===== config.mk =====
export PLATFORM = sky130hd
export DESIGN_NAME = vga_sync_decoder
export DESIGN_NICKNAME = d
export VERILOG_FILES = /design/src/rtl/vga_sync_decoder.sv
export SDC_FILE = /design/constraint.sdc
export NUM_CORES = 1
export LEC_CHECK = 0
export CORE_MARGIN = 2
export CORE_UTILIZATION = 35
export DETAILED_ROUTE_END_ITERATION = 12
export DONT_BUFFER_PORTS = 1
export PLACE_DENSITY_LB_ADDON = 0.08
export SKIP_CTS_REPAIR_TIMING = 1
export SYNTH_ARGS = -nofsm -noshare
export SYNTH_HDL_FRONTEND = slang
export SYNTH_SLANG_ARGS = --single-unit

===== constraint.sdc =====
create_clock -name clk -period 6.74 [get_ports clk]
set_clock_uncertainty 0.2 [all_clocks]
set_input_delay 0.674 -clock clk [delete_from_list [all_inputs] [get_ports clk]]
set_output_delay 0.674 -clock clk [all_outputs]
set_load 0.01 [all_outputs]

===== src/rtl/vga_sync_decoder.sv =====
// vga_sync_decoder: rebuilds pixel coordinates from incoming hsync/vsync and tracks mode lock
module vga_sync_decoder #(
    parameter int H_ACTIVE    = 640,
    parameter int H_FRONT     = 16,
    parameter int H_SYNC      = 96,
    parameter int H_BACK      = 48,
    parameter int V_ACTIVE    = 480,
    parameter int V_FRONT     = 10,
    parameter int V_SYNC      = 2,
    parameter int V_BACK      = 33,
    parameter int LOCK_FRAMES = 2
) (
    input  logic       clk,
    input  logic       rst_n,
    input  logic       hsync,
    input  logic       vsync,
    output logic [9:0] pixel_x,
    output logic [9:0] pixel_y,
    output logic       video_active,
    output logic       frame_start,
    output logic       locked,
    output logic [7:0] err_count
);
    localparam int H_TOTAL = H_ACTIVE + H_FRONT + H_SYNC + H_BACK;
    localparam int V_TOTAL = V_ACTIVE + V_FRONT + V_SYNC + V_BACK;
    localparam logic [10:0] H_LAST = 11'(H_TOTAL - 1);
    localparam logic [10:0] H_MAX  = 11'(2 * H_TOTAL);
    localparam logic [10:0] X0     = 11'(H_SYNC + H_BACK);
    localparam logic [10:0] X1     = 11'(H_SYNC + H_BACK + H_ACTIVE - 1);
    localparam logic [9:0]  V_LAST = 10'(V_TOTAL - 1);
    localparam logic [9:0]  Y0     = 10'(V_SYNC + V_BACK);
    localparam logic [9:0]  Y1     = 10'(V_SYNC + V_BACK + V_ACTIVE - 1);
    localparam logic [3:0]  LF     = 4'(LOCK_FRAMES);

    typedef enum logic [1:0] {SEARCH, VERIFY, LOCKED} state_t;

    state_t      state;
    logic [3:0]  good_frames;
    logic        hs1, hs2, hs_prev, vs1, vs2, vs_prev;
    logic [10:0] h_cnt;
    logic [9:0]  v_cnt;
    logic        v_pend;
    logic        h_edge, v_edge, v_rst, bad_line, drop, in_win, show;

    assign h_edge   = hs_prev & ~hs2;
    assign v_edge   = vs_prev & ~vs2;
    assign v_rst    = h_edge & (v_pend | v_edge);
    assign bad_line = h_edge ? (h_cnt != H_LAST) : (h_cnt == H_MAX);
    assign drop     = (state != SEARCH) && (bad_line || (v_rst && v_cnt != V_LAST));
    assign in_win   = (h_cnt >= X0) && (h_cnt <= X1) && (v_cnt >= Y0) && (v_cnt <= Y1);
    assign show     = (state == LOCKED) && !drop && in_win;

    // two-flop synchronizer plus previous-value stage for falling-edge detection
    always_ff @(posedge clk) begin
        if (!rst_n) begin
            {hs1, hs2, hs_prev} <= 3'b111;
            {vs1, vs2, vs_prev} <= 3'b111;
        end else begin
            {hs1, hs2, hs_prev} <= {hsync, hs1, hs2};
            {vs1, vs2, vs_prev} <= {vsync, vs1, vs2};
        end
    end

    // position counters; a vsync edge waits for the next hsync edge to restart the frame
    always_ff @(posedge clk) begin
        if (!rst_n) begin
            h_cnt  <= '0;
            v_cnt  <= '0;
            v_pend <= 1'b0;
        end else begin
            h_cnt  <= h_edge ? 11'd0 : (h_cnt == H_MAX ? h_cnt : h_cnt + 11'd1);
            if (h_edge)
                v_cnt <= v_rst ? 10'd0 : (v_cnt == 10'h3FF ? v_cnt : v_cnt + 10'd1);
            v_pend <= v_rst ? 1'b0 : (v_pend | v_edge);
        end
    end

    // lock state machine with registered coordinate and status outputs
    always_ff @(posedge clk) begin
        if (!rst_n) begin
            state        <= SEARCH;
            good_frames  <= '0;
            locked       <= 1'b0;
            frame_start  <= 1'b0;
            err_count    <= '0;
            video_active <= 1'b0;
            pixel_x      <= '0;
            pixel_y      <= '0;
        end else begin
            frame_start  <= 1'b0;
            video_active <= show;
            pixel_x      <= show ? 10'(h_cnt - X0) : 10'd0;
            pixel_y      <= show ? (v_cnt - Y0) : 10'd0;
            case (state)
                SEARCH: if (v_rst) begin
                    state       <= VERIFY;
                    good_frames <= '0;
                end
                VERIFY: if (drop) begin
                    state <= SEARCH;
                end else if (v_rst) begin
                    good_frames <= good_frames + 4'd1;
                    if (good_frames + 4'd1 == LF) begin
                        state       <= LOCKED;
                        locked      <= 1'b1;
                        frame_start <= 1'b1;
                    end
                end
                LOCKED: begin
                    frame_start <= v_rst;
                    if (drop) begin
                        state     <= SEARCH;
                        locked    <= 1'b0;
                        err_count <= err_count + {7'd0, err_count != 8'hFF};
                    end
                end
                default: state <= SEARCH;
            endcase
        end
    end
endmodule


# --- After elaboration in Yosys (flattened, before gate mapping) ---
# Cells that the tools add are included.
classes:
  n_bitwise: 7
  n_lt_le_gt_ge: 4
  n_reduce_logical: 21
  n_eq_ne: 16
  add_sub_neg: 6
  mux: 22
ops:
  columns: ["cell", "n"]
  rows:
  - ["two-way mux 10 bit", 2]
  - ["two-way mux 4 bit", 3]
  - ["inequality test 2 bit (second input constant)", 6]
  - ["adder 11 x 1 -> 11 bit (second input constant)", 1]
  - ["equality test 11 bit (second input constant)", 1]
  - ["greater-or-equal comparator 11 x 8 -> 1 bit (second input constant)", 1]
  - ["<= comparator 11 x 10 -> 1 bit (second input constant)", 1]
  - ["inequality test 11 x 10 -> 1 bit (second input constant)", 1]
  - ["adder 10 x 1 -> 10 bit (second input constant)", 1]
  - ["equality test 10 bit (second input constant)", 1]
  - ["greater-or-equal comparator 10 x 6 -> 1 bit (second input constant)", 1]
  - ["<= comparator 10 bit (second input constant)", 1]
  - ["two-way mux 2 bit", 5]
  - ["inequality test 10 bit (second input constant)", 1]
  - ["subtractor 10 x 6 -> 10 bit (second input constant)", 1]
  - ["subtractor 10 x 8 -> 10 bit (second input constant)", 1]
  - ["adder 8 x 1 -> 8 bit", 1]
  - ["two-way mux 1 bit", 8]
  - ["inequality test 8 bit (second input constant)", 1]
  - ["case mux 4 bit (2 select lines)", 1]
  - ["AND reduction 4 bit", 2]
  - ["logical AND 1 bit", 7]
  - ["inequality test 3 bit (second input constant)", 2]
  - ["case mux 2 bit (3 select lines)", 1]
  - ["other kinds (15)", 25]
word_totals:
  register_bits: 65

# --- Longest topological paths before layout ---
# Gate-level depths: netlist of run 1.
depth:
  word_depth: 11
  mapped_depth: 8
  depth_no_buf: 8

# --- Least setup slack after synthesis of run 1 ---
# No wires, ideal clock.
synth_path:
  path_kind: "register -> register"
  startpoint: "register h_cnt[4]"
  endpoint: "register pixel_y[2]"
  setup_slack_ns: 4.520
  path_stages_with_launch: 8
  period_less_slack_ns: 2.220
  t_arrival_ns: 1.947
  cell_sequence: "dfxtp_1 ha_1 or4b_4 nor4_4 a2bb2oi_4 nor2_4 buf_6 nor3_4"
synth_via:
  elab_chain_len: 8
  word_cells_on_any_way: 14
  classes_between: "order compare (2); eq/ne (2); mux (1); reduce/logical (9)"
synth_lines:
  columns: ["element", "line", "source"]
  rows:
  - ["start, declared", "40", "logic [10:0] h_cnt;"]
  - ["start signal, assigned", "71", "h_cnt <= h_edge ? 11'd0 : (h_cnt == H_MAX ? h_cnt : h_cnt + 11'd1);"]
  - ["parallel branches: the longest is 6 deep, another holds greater-or-equal comparator 11 x 8 -> 1 bit", null, null]
  - ["logical AND 1 bit *", "51", "assign show = (state == LOCKED) && !drop && in_win;"]
  - ["AND reduction 2 bit (no source line) *", null, null]
  - ["end signal, assigned", "93", "pixel_y <= show ? (v_cnt - Y0) : 10'd0;"]
  - ["end, declared", "18", "output logic [9:0] pixel_y,"]
# Every way passes the cells marked *.
# A chain may end at the register's enable or synchronous reset.

# --- Final worst setup path of run 1 ---
layout_path:
  startpoint: "register v_cnt[0]"
  endpoint: "register pixel_y[5]"
layout_via:
  elab_chain_len: 8
  word_cells_on_any_way: 13
  classes_between: "add/sub (1); order compare (2); eq/ne (1); reduce/logical (9)"
layout_lines:
  columns: ["element", "line", "source"]
  rows:
  - ["start, declared", "41", "logic [9:0] v_cnt;"]
  - ["start signal, assigned", "73", "v_cnt <= v_rst ? 10'd0 : (v_cnt == 10'h3FF ? v_cnt : v_cnt + 10'd1);"]
  - ["parallel branches: the longest is 8 deep, another holds greater-or-equal comparator 10 x 6 -> 1 bit", null, null]
# Several ways; the timed one is not identified.

==> summary.md, run 1 <==
| Metric | Value |
|---|---|
| Largest net degree at the start of global routing | 24 |
| N_diodes | 0 |
| PD cells | between 200 and 250 nW/um2 |
| Drt drc | 0 |
| Core Region | between 9000 and 10000 um2 |
| Tmin final | about 2900 ps |
| Fin nets | roughly 380 |
| Ys async rst share | 0% |
| Worst r2r dst | pixel_y[5] |
| Crit share post-route | ~43% |
| Sequential-to-total area share from yosys stat | 38.3% |
| Post-Syn Area | between 3000 and 4000 um2 |
| Area grow syn2layout | 8.62% |
| Class of the worst hold path | primary input to register |
| Total Wirelength | 7390 um |
| I/O Buffers | 0 |
| Top-area cell type share of the netlist area | between 30% and 40% |
| DR vias | ~2.6k |
| Commonest non-fill, non-tap cell in the layout | dfxtp_1 |
| Clock-pin slew on the worst setup and hold paths | ~80 ps |
| CP Launch Type | register |
| CTS Buffer Depth | 2 |
| Initial Utilization | between 30% and 40% |
| Final Non-Filler Cells | 491 |
| Post-DR wirelength/cell | between 15 and 20 um |
| GP Congestion | 0.761 |
| Maxcap violations | 0 |
| Worst endpoint required time | between 6000 and 7000 ps |
| Worst-Margin Slew | 1020 ps |
| Register-to-register setup slack | a little under 4000 ps |
| Mapped Nets | between 300 and 400 |
| EDFF count, synth | 0 |
| Detail Route Antenna Nets | 0 |
| Peak supply drop | between 100 and 150 uV |
| CTS root buffer | clkbuf_8 |
| Die W | 103 um |
| Total congestion overflow | 0 |
| Die span in y | around 100 um |
| Slew margin rel. | between 30% and 40% |
| R2R depth | 6 |
| Leakage | between 1 and 1.5 nW |
| Vias per std cell | roughly 5.2 |
| Cells after synthesis | 367 |
| Layout cell share with drive strength beyond 1 | around 14% |
| Yosys reg bits | between 60 and 70 |
| CTS tree | done |
| Top cells by area, synth | dfxtp_1, ha_1, nor3_2 |
| Max Clock Freq | around 0.35 GHz |
| Max Slew Vio Count | 0 |
| Initial antenna violation count | 0 |
| Clock tree sinks | 65 |
| CTS Buf Count | 9 |
| Detailed Place HPWL | about 5200 um |
| Top FF cell, synth | dfxtp_1 |
| Drt pass-1 iters | 4 |
| Setup TNS | 0 ps |
| YS warnings | 0 |
| R2r startpoint | v_cnt[0] |
| Mapped Avg Cell Area | 9.26 um2 |
| Vias in the first global route | about 2.5k |
| Clk_lat worst skew | ~340 ps |
| Distinct cells, synth | 66 |
| Global-route wire length before repair | 12500 um |
| FILL cells | slightly above 900 |
| RSZ-0062 raised after global routing | no |
| Hold WS | 206 ps |
| Final Hold Vio Count | 0 |
| Num ports | 35 |
| CP max FO | 21 |
| Kind of critical path | register to register |
| WHS Path Cells | 1 |
| Worst setup EP type | register |
| Die Area | between 10000 and 15000 um2 |
| Power Total | between 0.8 and 0.9 mW |
| GRT Overall Usage | 15.3% |
| DR iter-0 viols | between 100 and 150 |
| Crit path arrival time | ~2900 ps |
| Leading area contributor after synthesis | dfxtp_1 |
| Setup violators final | 0 |
| Commonest non-fill, non-tap cells in the layout | dfxtp_1, nor2_1, inv_1 |
| Min-delay src | rst_n |
| Dpl cells | around 480 |
| FP Rows | 35 |
| Status | completed |
| Worst Hold End | vs1 |
| H-tree depth | 3 |
==> state kept, by name, indices dropped and copies added, names as in the netlist, 2 cells and up <==
name	flops
pixel_y	10
good_frames	4
state	2
pixel_x	10
h_cnt	11
v_cnt	10
err_count	8
==> logic make-up (layout without fill, tap and decap cells) <==
family / count (synthesis) / after routing / synth area share, %
flops: 65 / 65 / 38.3
buf+inv: 41 / 36 / 5.49
mux: 2 / 2 / 0.589
compound gates: 73 / 73 / 16.1
simple gates: 147 / 147 / 27.7
xor+xnor: 23 / 23 / 5.93
fa+ha+maj: 16 / 16 / 5.89
==> per-stage QoR <==
stage	setup slack [ps]	util, %	area [um2]
6_report	3870	39.6	3690
5_1_grt	3690	39.6	3690
4_1_cts	3850	39.6	3690
3_5_place_dp	3900	37.0	3450
3_3_place_gp	3960	37.0	3450
2_1_floorplan	4520	-	3400
==> worst max-delay path by stage <==
stage	slack, ps	from	endpoint
CTS	3850	v_cnt[0]	pixel_y[5]
detailed placement	3900	v_cnt[0]	pixel_y[5]
global placement	3960	v_cnt[0]	pixel_y[5]
global route	3690	v_cnt[0]	pixel_y[5]
floorplan	4520	h_cnt[4]	pixel_y[2]
finish	3870	v_cnt[0]	pixel_y[5]
==> where the power goes <==
part,switching [mW],leakage [nW],internal [mW]
Sequential,0.00476,0.525,0.389
Clock,0.160,0.117,0.248
Combinational,0.0307,0.658,0.0159
==> Yosys cell counts, drive strengths merged, types with 4 or more instances <==
library cell and n:
dfxtp 65, nor2 25, nor3 22, a21oi 20
inv 20, nand2 19, nand3 18, ha 16
xnor2 16, nand2b 13, clkbuf 11, buf 10
o21ai 10, and3 7, xor2 7, and2 6
nor3b 6, and4 5, nand4 5, a211oi 4
nor2b 4, nor4 4, o2111ai 4, o211ai 4
or3 4
==> worst max-delay path, cell delays in order (launching register included) <==
cell and delay [ps]:
dfxtp_1 370, ha_1 340, o41ai_1 560, a21oi_1 150
a31oi_1 180, a2111o_1 800, nor4_1 120
==> layer usage <==
metal  vias to the layer above  GRT usage [%]  share of wire (%)
met5                         -              0                  0
met4                         0           4.72               0.73
met3                         6           4.20                3.6
met2                        49           23.6                 45
met1                      1225           20.8                 51
li1                       1293              -                  -
==> area by class of cell <==
| cell class | count | area, um2 | area share [%] |
|---|---|---|---|
| clock inverters | 6 | 115 | 3.12 |
| well taps | 129 | 161 | 4.37 |
| inverters | 20 | 75.1 | 2.03 |
| multi-input cells | 261 | 1910 | 51.7 |
| flip-flops and latches | 65 | 1300 | 35.3 |
| clock buffers | 10 | 128 | 3.46 |
No activity file was read; power rests on OpenSTA's default activity.
==> run 2, diff against run 1 <==
--- a/config.mk
+++ b/config.mk
@@ -5,6 +5,7 @@
 export SDC_FILE = /design/constraint.sdc
 export NUM_CORES = 1
 export LEC_CHECK = 0
+export ABC_AREA = 1
 export CORE_MARGIN = 2
 export CORE_UTILIZATION = 35
 export DETAILED_ROUTE_END_ITERATION = 12
==> constraint.sdc (replaced) <==
create_clock -name clk -period 2.5 [get_ports clk]
set_clock_uncertainty 0.2 [all_clocks]
set_input_delay 0.25 -clock clk [delete_from_list [all_inputs] [get_ports clk]]
set_output_delay 0.25 -clock clk [all_outputs]
set_load 0.01 [all_outputs]
==> run 2 against run 1 <==
Against the previous run: global-route usage shrank 0.42 points; die area shrank 6.7%; sequential power grew to 2.7 times the previous value; highest routed layer unchanged; largest power group is now sequential cells; register-to-register slack lost 3600 ps; sequential cell count is the same; clock power grew 89%; first-iteration DRC count shrank 12%; worst hold slack lost 68 ps; count of clock-buffer cells in the layout grew 1; routed wire length shrank 6.6%; power grew 140%.
==> summary.md, run 2 <==
| Metric | Value |
|---|---|
| Status | completed |
| Detailed Place HPWL | approximately 5100 um |
| Final Hold Vio Count | 0 |
| Total congestion overflow | 0 |
| Crit share post-route | between 80% and 90% |
| Commonest non-fill, non-tap cell in the layout | nand2_1 |
| Worst-Margin Slew | approximately 420 ps |
| DR iter-0 viols | roughly 110 |
| DP Worst Slack | about 330 ps |
| YS warnings | 0 |
| Top-area cell type share of the netlist area | just over 40% |
| N_diodes | 0 |
| CTS root buffer | clkbuf_8 |
| Top cells by area, synth | dfxtp_1, nand2_1, ha_1 |
| Clock-pin slew on the worst setup and hold paths | 70 ps |
| Drt pass-1 iters | 4 |
| CTS Buf Count | 9 |
| DR vias | roughly 2.6k |
| Largest Register | h_cnt |
| Initial antenna violation count | 0 |
| Dpl cells | around 540 |
| Largest net degree at the start of global routing | 27 |
| Die Area | about 10000 um2 |
| Drt drc | 0 |
| Class of the worst hold path | primary input to register |
| Sequential-to-total area share from yosys stat | 41.2% |
| Setup violators final | 0 |
| H-tree depth | 3 |
| Distinct cells, synth | 33 |
| Die span in y | ~100 um |
| Top FF cell, synth | dfxtp_1 |
| Kind of critical path | register to register |
| Die W | 99.0 um |
| PD cells | around 570 nW/um2 |
| Slew margin rel. | between 70% and 80% |
| Tmin final | around 2200 ps |
| Layout cell share with drive strength beyond 1 | 12.4% |
| Area grow syn2layout | 10.9% |
| Core Region | between 8000 and 9000 um2 |
| Top cells by count, synth | nand2_1, dfxtp_1, inv_1, nor2_1, a21oi_1 |
| GP Congestion | just under 0.8 |
| Utilization after layout | about two fifths |
| Leading area contributor after synthesis | dfxtp_1 |
| RSZ-0062 raised after global routing | no |
| Fin nets | ~460 |
| Peak supply drop | between 200 and 250 uV |
| Leakage | about 1.5 nW |
| Clock tree sinks | 65 |
| Vias in the first global route | around 2.4k |
| R2R depth | 10 |
| Top-count cell post-synth | nand2_1 |
| Post-Syn Area | around 3200 um2 |
| Max Clock Freq | 0.455 GHz |
| Ys async rst share | 0% |
| Final Non-Filler Cells | roughly 550 |
| Max Slew Vio Count | 0 |
| Total Wirelength | 6910 um |
| Mapped Nets | between 400 and 500 |
| CTS Buffer Depth | 2 |
| Max FFs per register | 11 |
| CP Launch Type | register |
| WHS Path Cells | 3 |
| Mapped Avg Cell Area | roughly 7.4 um2 |
| Global-route wire length before repair | 11600 um |
| CP max FO | 8 |
| Vias per std cell | 4.75 |
| Clk_lat worst skew | between 300 and 400 ps |
| Setup ws final | 304 ps |
| Yosys reg bits | 65 |
| Detail Route Antenna Nets | 0 |
| Crit path arrival time | ~2300 ps |
| EDFF count, synth | 0 |
| Post-DR wirelength/cell | 12.5 um |
| Maxcap violations | 0 |
| GRT Overall Usage | 14.9% |
| Commonest non-fill, non-tap cells in the layout | nand2_1, dfxtp_1, inv_1, nor2_1, a21oi_1 |
| Initial Utilization | a little over a third |
| Worst setup EP type | register |
| FP Rows | 34 |
| Cells after synthesis | 428 |
| I/O Buffers | 0 |
| CTS tree | done |
| Setup TNS | 0 ps |
| Num ports | 35 |
| Worst endpoint required time | approximately 2600 ps |
## run 2: final timing paths
path | endpoint | startpoint | slack [ps]
worst max-delay path | err_count[4] | h_cnt[5] | 300
worst min-delay path | err_count[6] | rst_n | 140
worst max register to register | err_count[4] | h_cnt[5] | 300
worst min register to register | hs2 | hs1 | 210
## run 2: per-stage QoR
step	hold slack, ps	cell area [um2]	total power [mW]
2_1_floorplan	119	3160	1.21
3_3_place_gp	122	3310	1.24
3_5_place_dp	123	3310	1.25
4_1_cts	-244	3480	2.03
5_1_grt	169	3510	2.10
6_report	138	3510	2.00
## run 2: kinds of logic after synthesis
logic type / synth area share [%]
AND/OR/NAND/NOR: 30.2
flip-flops: 41.2
buffers and inverters: 8.23
AO/OA/AOI/OAI: 10.1
adder cells (fa/ha/maj): 6.33
XOR/XNOR: 3.88
## run 2: routing by layer
layer | track usage, % | wire (um) | vias up
met5 | 0 | 0 | -
met4 | 7.48 | 108 | 0
met3 | 3.33 | 248 | 11
met2 | 22.0 | 3010 | 40
met1 | 20.3 | 3540 | 1173
li1 | - | - | 1403
## run 2: worst max-delay path, stage by stage (launching register included)
cell and delay, ps:
dfxtp_1 340, inv_1 170, ha_1 220, nand2_1 60
nor2_1 210, nand4_1 150, nand3_2 120, nand3_1 180
inv_1 260, nand2_1 90, a21oi_1 130
## run 2: cell type report
class	instances	area [um2]
clock buffers	11	141
clock inverters	4	20.0
fillers	906	5220
inverters	55	206
multi-input cells	299	1600
flip-flops and latches	65	1300
well taps	108	135
repair buffers	11	103
## run 2: report_power, final
part / switching, mW / internal (mW)
clock: 0.397 / 0.375
sequential: 0.0148 / 1.05
combinational: 0.103 / 0.0535
